File: config.mk
export PLATFORM = sky130hd
export DESIGN_NAME = cv32e40x_xif_result_arbiter_flat
export DESIGN_NICKNAME = d
export VERILOG_FILES = /design/src/rtl/cv32e40x_pkg.sv /design/src/rtl/cv32e40x_xif_result_arbiter_if.sv /design/src/rtl/cv32e40x_xif_result_fifo.sv /design/src/rtl/cv32e40x_xif_result_arbiter.sv /design/src/flat_wrapper.sv
export SDC_FILE = /design/constraint.sdc
export NUM_CORES = 1
export LEC_CHECK = 0
export ABC_AREA = 1
export BUFFER_PORTS_ARGS = -buffer_cell sky130_fd_sc_hd__buf_2
export CAP_MARGIN = 20
export CORE_ASPECT_RATIO = 1.75
export CORE_UTILIZATION = 45
export DETAILED_ROUTE_END_ITERATION = 8
export PLACE_DENSITY_LB_ADDON = 0.05
export SLEW_MARGIN = 40
export SYNTH_ARGS = -nofsm -noshare
export SYNTH_HDL_FRONTEND = slang
export SYNTH_SLANG_ARGS = --single-unit
File: constraint.sdc
create_clock -name clk -period 2.5 [get_ports clk]
set_input_delay 0.125 -clock clk [delete_from_list [all_inputs] [get_ports clk]]
set_output_delay 0.125 -clock clk [all_outputs]
set_load 0.01 [all_outputs]
File: src/rtl/cv32e40x_pkg.sv
// Shared types and helpers for the XIF result arbiter: default-width result entry,
// exception-code width and the round-robin grant search.
package cv32e40x_pkg;

  localparam int XIF_EXCCODE_W = 6;

  typedef struct packed {
    logic [3:0]               id;
    logic [31:0]              data;
    logic [4:0]               rd;
    logic [0:0]               we;
    logic                     exc;
    logic [XIF_EXCCODE_W-1:0] exccode;
  } xif_result_entry_t;

  // First requester at or after ptr, wrapping modulo n (n <= 32); ptr when nothing requests.
  function automatic int unsigned rr_next(input int unsigned ptr, input logic [31:0] req,
                                          input int unsigned n);
    int unsigned idx;
    logic        found;
    rr_next = ptr;
    found   = 1'b0;
    for (int unsigned k = 0; k < 32; k++) begin
      idx = ptr + k;
      if (idx >= n) idx = idx - n;
      if (k < n && !found && req[idx[4:0]]) begin
        rr_next = idx;
        found   = 1'b1;
      end
    end
  endfunction

endpackage

File: src/rtl/cv32e40x_xif_result_arbiter_if.sv
// Bundle of the per-channel coprocessor result inputs and the merged core result port.
interface cv32e40x_xif_result_arbiter_if
  import cv32e40x_pkg::*;
#(
  parameter int X_NUM_CH    = 2,
  parameter int X_ID_WIDTH  = 4,
  parameter int X_RFW_WIDTH = 32
);
  localparam int CH_W = (X_NUM_CH > 1) ? $clog2(X_NUM_CH) : 1;
  localparam int WE_W = X_RFW_WIDTH / 32;

  logic [X_NUM_CH-1:0]                        ch_valid_i;
  logic [X_NUM_CH-1:0]                        ch_ready_o;
  logic [X_NUM_CH-1:0][X_ID_WIDTH-1:0]        ch_id_i;
  logic [X_NUM_CH-1:0][X_RFW_WIDTH-1:0]       ch_data_i;
  logic [X_NUM_CH-1:0][4:0]                   ch_rd_i;
  logic [X_NUM_CH-1:0][WE_W-1:0]              ch_we_i;
  logic [X_NUM_CH-1:0]                        ch_exc_i;
  logic [X_NUM_CH-1:0][XIF_EXCCODE_W-1:0]     ch_exccode_i;

  logic                     result_valid_o;
  logic                     result_ready_i;
  logic [X_ID_WIDTH-1:0]    result_id_o;
  logic [X_RFW_WIDTH-1:0]   result_data_o;
  logic [4:0]               result_rd_o;
  logic [WE_W-1:0]          result_we_o;
  logic                     result_exc_o;
  logic [XIF_EXCCODE_W-1:0] result_exccode_o;
  logic [CH_W-1:0]          result_ch_o;

  modport master (
    output ch_valid_i, ch_id_i, ch_data_i, ch_rd_i, ch_we_i, ch_exc_i, ch_exccode_i, result_ready_i,
    input  ch_ready_o, result_valid_o, result_id_o, result_data_o, result_rd_o, result_we_o,
           result_exc_o, result_exccode_o, result_ch_o
  );

  modport slave (
    input  ch_valid_i, ch_id_i, ch_data_i, ch_rd_i, ch_we_i, ch_exc_i, ch_exccode_i, result_ready_i,
    output ch_ready_o, result_valid_o, result_id_o, result_data_o, result_rd_o, result_we_o,
           result_exc_o, result_exccode_o, result_ch_o
  );
endinterface

File: src/rtl/cv32e40x_xif_result_fifo.sv
// Per-channel result FIFO; pointers carry one extra wrap bit to tell full from empty.
module cv32e40x_xif_result_fifo #(
  parameter int DEPTH = 2,
  parameter int WIDTH = 8
) (
  input  logic             clk,
  input  logic             rst_n,
  input  logic             flush,
  input  logic             push,
  input  logic             pop,
  input  logic [WIDTH-1:0] wdata,
  output logic [WIDTH-1:0] rdata,
  output logic             full,
  output logic             empty
);
  localparam int AW = $clog2(DEPTH);

  logic [AW:0]                  wptr_q, rptr_q;
  logic [DEPTH-1:0][WIDTH-1:0]  mem_q;

  assign empty = (wptr_q == rptr_q);
  assign full  = (wptr_q[AW] != rptr_q[AW]) && (wptr_q[AW-1:0] == rptr_q[AW-1:0]);
  assign rdata = mem_q[rptr_q[AW-1:0]];

  always_ff @(posedge clk or negedge rst_n) begin
    if (!rst_n) begin
      wptr_q <= '0;
      rptr_q <= '0;
      mem_q  <= '0;
    end else if (flush) begin
      // flush drops any same-cycle push
      wptr_q <= '0;
      rptr_q <= '0;
    end else begin
      if (push && !full) begin
        mem_q[wptr_q[AW-1:0]] <= wdata;
        wptr_q                <= wptr_q + (AW+1)'(1);
      end
      if (pop && !empty) rptr_q <= rptr_q + (AW+1)'(1);
    end
  end
endmodule

File: src/rtl/cv32e40x_xif_result_arbiter.sv
// Merges X_NUM_CH coprocessor result channels into one core result port: per-channel FIFOs,
// locked round-robin grant. Define XIF_RESULT_EXC_PRIO_EN to let excepting heads bypass round-robin.
module cv32e40x_xif_result_arbiter
  import cv32e40x_pkg::*;
#(
  parameter int X_NUM_CH    = 2,
  parameter int X_ID_WIDTH  = 4,
  parameter int X_RFW_WIDTH = 32,
  parameter int FIFO_DEPTH  = 2
) (
  input  logic                           clk,
  input  logic                           rst_n,
  input  logic                           flush_i,
  cv32e40x_xif_result_arbiter_if.slave   xif
);
  localparam int CH_W  = (X_NUM_CH > 1) ? $clog2(X_NUM_CH) : 1;
  localparam int WE_W  = X_RFW_WIDTH / 32;
  localparam int ENT_W = X_ID_WIDTH + X_RFW_WIDTH + 5 + WE_W + 1 + XIF_EXCCODE_W;
  localparam int EXC_B = XIF_EXCCODE_W;

  logic [X_NUM_CH-1:0]            full, empty, push, pop;
  logic [X_NUM_CH-1:0][ENT_W-1:0] wdata, rdata;
  logic                           valid, fire;
  logic [CH_W-1:0]                ptr_q, ptr_d, gnt_q, gnt, arb_gnt;
  logic                           lock_q, prio_q, prio, arb_prio;

  for (genvar i = 0; i < X_NUM_CH; i++) begin : g_ch
    assign push[i]  = xif.ch_valid_i[i] & ~full[i];
    assign pop[i]   = fire & (gnt == CH_W'(i));
    assign wdata[i] = {xif.ch_id_i[i], xif.ch_data_i[i], xif.ch_rd_i[i], xif.ch_we_i[i],
                       xif.ch_exc_i[i], xif.ch_exccode_i[i]};

    cv32e40x_xif_result_fifo #(.DEPTH(FIFO_DEPTH), .WIDTH(ENT_W)) u_fifo (
      .clk   (clk),
      .rst_n (rst_n),
      .flush (flush_i),
      .push  (push[i]),
      .pop   (pop[i]),
      .wdata (wdata[i]),
      .rdata (rdata[i]),
      .full  (full[i]),
      .empty (empty[i])
    );
  end

  assign xif.ch_ready_o = ~full;
  assign valid          = ~&empty;
  assign fire           = valid & xif.result_ready_i;

  always_comb begin
    arb_gnt  = CH_W'(rr_next(32'(ptr_q), 32'(~empty), X_NUM_CH));
    arb_prio = 1'b0;
`ifdef XIF_RESULT_EXC_PRIO_EN
    // descending scan so the lowest excepting index is the one left standing
    for (int i = X_NUM_CH-1; i >= 0; i--) begin
      if (!empty[i] && rdata[i][EXC_B]) begin
        arb_gnt  = CH_W'(i);
        arb_prio = 1'b1;
      end
    end
`endif
  end

  // a stalled result keeps the grant it was presented with
  assign gnt  = lock_q ? gnt_q  : arb_gnt;
  assign prio = lock_q ? prio_q : arb_prio;

  always_comb begin
    ptr_d = ptr_q;
    if (fire && !prio && !flush_i)
      ptr_d = (gnt == CH_W'(X_NUM_CH-1)) ? '0 : gnt + 1'b1;
  end

  always_ff @(posedge clk or negedge rst_n) begin
    if (!rst_n) begin
      ptr_q  <= '0;
      gnt_q  <= '0;
      prio_q <= 1'b0;
      lock_q <= 1'b0;
    end else begin
      ptr_q  <= ptr_d;
      gnt_q  <= gnt;
      prio_q <= prio;
      lock_q <= valid & ~xif.result_ready_i & ~flush_i;
    end
  end

  assign xif.result_valid_o = valid;
  assign {xif.result_id_o, xif.result_data_o, xif.result_rd_o, xif.result_we_o,
          xif.result_exc_o, xif.result_exccode_o} = valid ? rdata[gnt] : '0;
  assign xif.result_ch_o    = valid ? gnt : '0;
endmodule

File: src/flat_wrapper.sv
// flat-port wrapper written by rule: the top's interface ports become plain ports
module cv32e40x_xif_result_arbiter_flat import cv32e40x_pkg::*;
#(
  parameter int X_NUM_CH    = 2,
  parameter int X_ID_WIDTH  = 4,
  parameter int X_RFW_WIDTH = 32,
  parameter int FIFO_DEPTH  = 2
)
  (clk, rst_n, flush_i, xif_ch_valid_i, xif_ch_id_i, xif_ch_data_i, xif_ch_rd_i, xif_ch_we_i, xif_ch_exc_i, xif_ch_exccode_i, xif_result_ready_i, xif_ch_ready_o, xif_result_valid_o, xif_result_id_o, xif_result_data_o, xif_result_rd_o, xif_result_we_o, xif_result_exc_o, xif_result_exccode_o, xif_result_ch_o);
  cv32e40x_xif_result_arbiter_if #(.X_NUM_CH(X_NUM_CH), .X_ID_WIDTH(X_ID_WIDTH), .X_RFW_WIDTH(X_RFW_WIDTH)) xif_i ();
  input  logic clk;
  input  logic rst_n;
  input  logic flush_i;
  input wire logic [$bits(xif_i.ch_valid_i)-1:0] xif_ch_valid_i;
  input wire logic [$bits(xif_i.ch_id_i)-1:0] xif_ch_id_i;
  input wire logic [$bits(xif_i.ch_data_i)-1:0] xif_ch_data_i;
  input wire logic [$bits(xif_i.ch_rd_i)-1:0] xif_ch_rd_i;
  input wire logic [$bits(xif_i.ch_we_i)-1:0] xif_ch_we_i;
  input wire logic [$bits(xif_i.ch_exc_i)-1:0] xif_ch_exc_i;
  input wire logic [$bits(xif_i.ch_exccode_i)-1:0] xif_ch_exccode_i;
  input wire logic [$bits(xif_i.result_ready_i)-1:0] xif_result_ready_i;
  output wire logic [$bits(xif_i.ch_ready_o)-1:0] xif_ch_ready_o;
  output wire logic [$bits(xif_i.result_valid_o)-1:0] xif_result_valid_o;
  output wire logic [$bits(xif_i.result_id_o)-1:0] xif_result_id_o;
  output wire logic [$bits(xif_i.result_data_o)-1:0] xif_result_data_o;
  output wire logic [$bits(xif_i.result_rd_o)-1:0] xif_result_rd_o;
  output wire logic [$bits(xif_i.result_we_o)-1:0] xif_result_we_o;
  output wire logic [$bits(xif_i.result_exc_o)-1:0] xif_result_exc_o;
  output wire logic [$bits(xif_i.result_exccode_o)-1:0] xif_result_exccode_o;
  output wire logic [$bits(xif_i.result_ch_o)-1:0] xif_result_ch_o;
  assign xif_i.ch_valid_i = xif_ch_valid_i;
  assign xif_i.ch_id_i = xif_ch_id_i;
  assign xif_i.ch_data_i = xif_ch_data_i;
  assign xif_i.ch_rd_i = xif_ch_rd_i;
  assign xif_i.ch_we_i = xif_ch_we_i;
  assign xif_i.ch_exc_i = xif_ch_exc_i;
  assign xif_i.ch_exccode_i = xif_ch_exccode_i;
  assign xif_i.result_ready_i = xif_result_ready_i;
  assign xif_ch_ready_o = xif_i.ch_ready_o;
  assign xif_result_valid_o = xif_i.result_valid_o;
  assign xif_result_id_o = xif_i.result_id_o;
  assign xif_result_data_o = xif_i.result_data_o;
  assign xif_result_rd_o = xif_i.result_rd_o;
  assign xif_result_we_o = xif_i.result_we_o;
  assign xif_result_exc_o = xif_i.result_exc_o;
  assign xif_result_exccode_o = xif_i.result_exccode_o;
  assign xif_result_ch_o = xif_i.result_ch_o;
  cv32e40x_xif_result_arbiter #(.X_NUM_CH(X_NUM_CH), .X_ID_WIDTH(X_ID_WIDTH), .X_RFW_WIDTH(X_RFW_WIDTH), .FIFO_DEPTH(FIFO_DEPTH)) u_core (.clk(clk), .rst_n(rst_n), .flush_i(flush_i), .xif(xif_i));
endmodule
==> results.ini <==
[status]
status=complete, no violations

[setup_path]
rrSetupSlack_ns=0.56
slowest_stage=dfrtp_2
rr_endpoint=u_core.g_ch[1].u_fifo.mem_q[26]
path_delay_family=simple AND/OR/NAND/NOR gates
worst_path_most_repeated_cell=nand2_1
setup.worst_path.class=register to output pin
crit_fanout=10
critPathLaunchType=register
slowest_delay_ns=0.44
worstPathCellList=buf_4 > nand2_1 > nand2_1 > nor2_2 > nand2_1 > nand2_1 > nand2_2 > nand2_8 > buf_12 > o21bai_1 > nor2_1 > buf_2
arrival_ns=2.26
critical_path_required_ns=2.38
r2r_cells=10
endpoint=xif_result_rd_o[1]
crit_path_start=u_core.g_ch[0].u_fifo.rptr_q[0]
worstSetupPathDepth=12
critPathBufInv=3
r2r-start=u_core.g_ch[1].u_fifo.rptr_q[0]
critPathCaptureType=output pin

[cts]
cts_root_buffer=clkbuf_16
cts_max_level=1
clk_pin_slew_ns=0.06
cts_buffer_depth=3
clk-insertion-delay-late_ns=0.49
cts_made_buffers=21
clock-sinks=208
cts_tree=done

[sta]
tns_ns=0
hold_viol=0
worst_pin_slew_ns=0.649
skew_ns=0.00849
finalMaxSlewViolations=0
period_share_pct=95.6
setup_viol=0
max-slew-margin-rel_pct=56.7
max_freq_ghz=0.418
rsz0062_at_grt=true
min_period_ns=2.39

[global_routing]
antenna_found_initial=1
grt_pass1_wl_um=42000
grt_usage_pct=23.4
grt_start_max_net_pins=100
gr-total-overflow=0
grt_pass1_vias=8269

[cells_and_area]
regArea_um2=5210
multiInputGateArea_um2=3850
area_delta_synth_final_pct=29.4
drive_gt1_share_pct=15.7
fin_util_pct=59.6
fin_nets=1641
fillers=2092

[routing]
first_pass_iters=5
ant_nets=0
vias=8820
drc=0
avgViaCountPerCell=4.79
wl_um=26400
drt-initial-drc-count=503
wire_per_inst_um=14.3

[logic_synthesis]
syn-cell-area_um2=9940
yosysMostFrequentCell=nand2_1
synth_flop_cell=dfrtp_1
ys.warnings.count=0
async_flop_share_pct=100
synth_commonest_cells=434 x nand2_1, 244 x o21ai_0, 208 x dfrtp_1
synth_fp_nets=1409
postSynthAreaPerCell_um2=7.62
netlist.area_leader.share_pct=52.4
netlist-cell-type-count=26
yosysTopAreaCell=dfrtp_1
ys_seq_area_share_pct=52.4
synth_area_leaders=dfrtp_1 52%, nand2_1 16%, o21ai_0 12%, inv_1 5.9%, nor2_1 4.0%
synth-edff-count=0
synth_cells=1305
ys_seq_elements=208

[floorplan]
fp.dieArea_um2=22700
ios=157
die_w_um=114
initial_core_util_pct=46.1
core_um2=21600
die_h_um=199
row_count=71

[place]
gp_congestion=0.889
io_buffers=156
dp_hpwl_um=17500

[worst_hold_path]
hold_path_class=primary input to register

[power_and_ir_drop]
power.leakage_nw=6.81
ir_worst_vdd_v=0.000698
power.density_nw_per_um2=1180

[job]
maxCapViolCount=0

kinds of logic after synthesis:
kind of cell | after synthesis | share of synthesized area (%)
AND/OR/NAND/NOR | 553 | 21.4
XOR/XNOR | 2 | 0.176
flip-flops | 208 | 52.4
buffers and inverters | 240 | 9.61
AO/OA/AOI/OAI | 302 | 16.5
layout by cell type, fill, tap and decap left out, types with 3 or more instances in the layout:
cell type	instances
nand4_1	3
o21ai_1	6
o21ai_0	244
inv_2	4
clkbuf_1	3
clkbuf_16	23
buf_12	10
nor2_1	92
clkbuf_8	4
buf_4	16
nand2_1	433
buf_2	155
nor2_2	13
clkinv_2	4
o21bai_1	49
nand3_1	5
dfrtp_1	206
inv_1	156
dlygate4sd3_1	101
worst min path at each step:
stage	startpoint	end	slack (ns)	cells past startpoint
2_1_floorplan	rst_n	u_core.g_ch[0].u_fifo.mem_q[0]	-0.17	0
4_1_cts	flush_i	u_core.g_ch[0].u_fifo.rptr_q[1]	0.03	4
3_5_place_dp	rst_n	u_core.g_ch[1].u_fifo.mem_q[0]	0.19	1
5_1_grt	flush_i	u_core.g_ch[0].u_fifo.rptr_q[1]	0.05	4
3_3_place_gp	rst_n	u_core.g_ch[1].u_fifo.mem_q[0]	0.19	1
6_report	xif_ch_valid_i[1]	u_core.g_ch[1].u_fifo.wptr_q[0]	0.04	4
through the flow:
step	cells	total power [mW]	hold slack, ns	worst slack, ns	cell area, um^2
global placement	1699	11.5	0.187	0.322	11000
finish	1841	15.2	0.0396	0.110	12900
detailed placement	1699	11.6	0.188	0.298	11000
CTS	1836	14.8	0.0259	0.00274	12700
floorplan	1305	9.19	-0.171	0.824	9940
global route	1841	16.4	0.0467	-0.0317	12900
where the power goes:
group,internal (mW),switching (mW),leakage [nW],total (mW)
clock network,1.73,1.28,0.314,3.01
registers,4.57,0.585,2.57,5.16
logic,2.76,4.22,3.92,6.98
what timing repair did:
item | in CTS | in global routing
hold buffers | 101 | 0
cloned | 0 | 2
setup endpoints to repair | 50 | 50
hold endpoints to repair | 267 | 0
pin swaps | 0 | 9
resized for setup | 3 | 34
buffers inserted | 2 | 2
area by class of cell:
type / count / area share, %
flip-flops and latches: 208 / 40.5
multi-input cells: 857 / 29.9
repair buffers: 286 / 17.0
inverters: 163 / 4.83
clock buffers: 27 / 4.49
well taps: 292 / 2.84
clock inverters: 7 / 0.506
diodes: 1 / 0.0194
routing by layer:
metal,global-route usage (%),share of wire [%],vias to the layer above
li1,-,-,4493
met1,33.1,46,4090
met2,38.0,48,200
met3,2.80,4.5,37
met4,6.49,2.2,0
met5,0,0,-
state kept, by name, indices dropped and copies added, names as in the netlist:
register and cells:
u_core.ptr_q 1, u_core.lock_q 1, u_core.gnt_q 1, u_core.g_ch.u_fifo.mem_q 196
u_core.g_ch.u_fifo.rptr_q 4, u_core.g_ch.u_fifo.wptr_q 4, u_core.prio_q 1
worst reg2reg max path: cells and delay by family, from the launching register on:
family | cells | cell delay (ns)
AOI/OAI and AO/OA | 1 | 0.25
buffers and inverters | 3 | 0.62
DFF | 1 | 0.41
and+or+nand+nor | 6 | 0.51
Power figures use the tool's default switching activity.
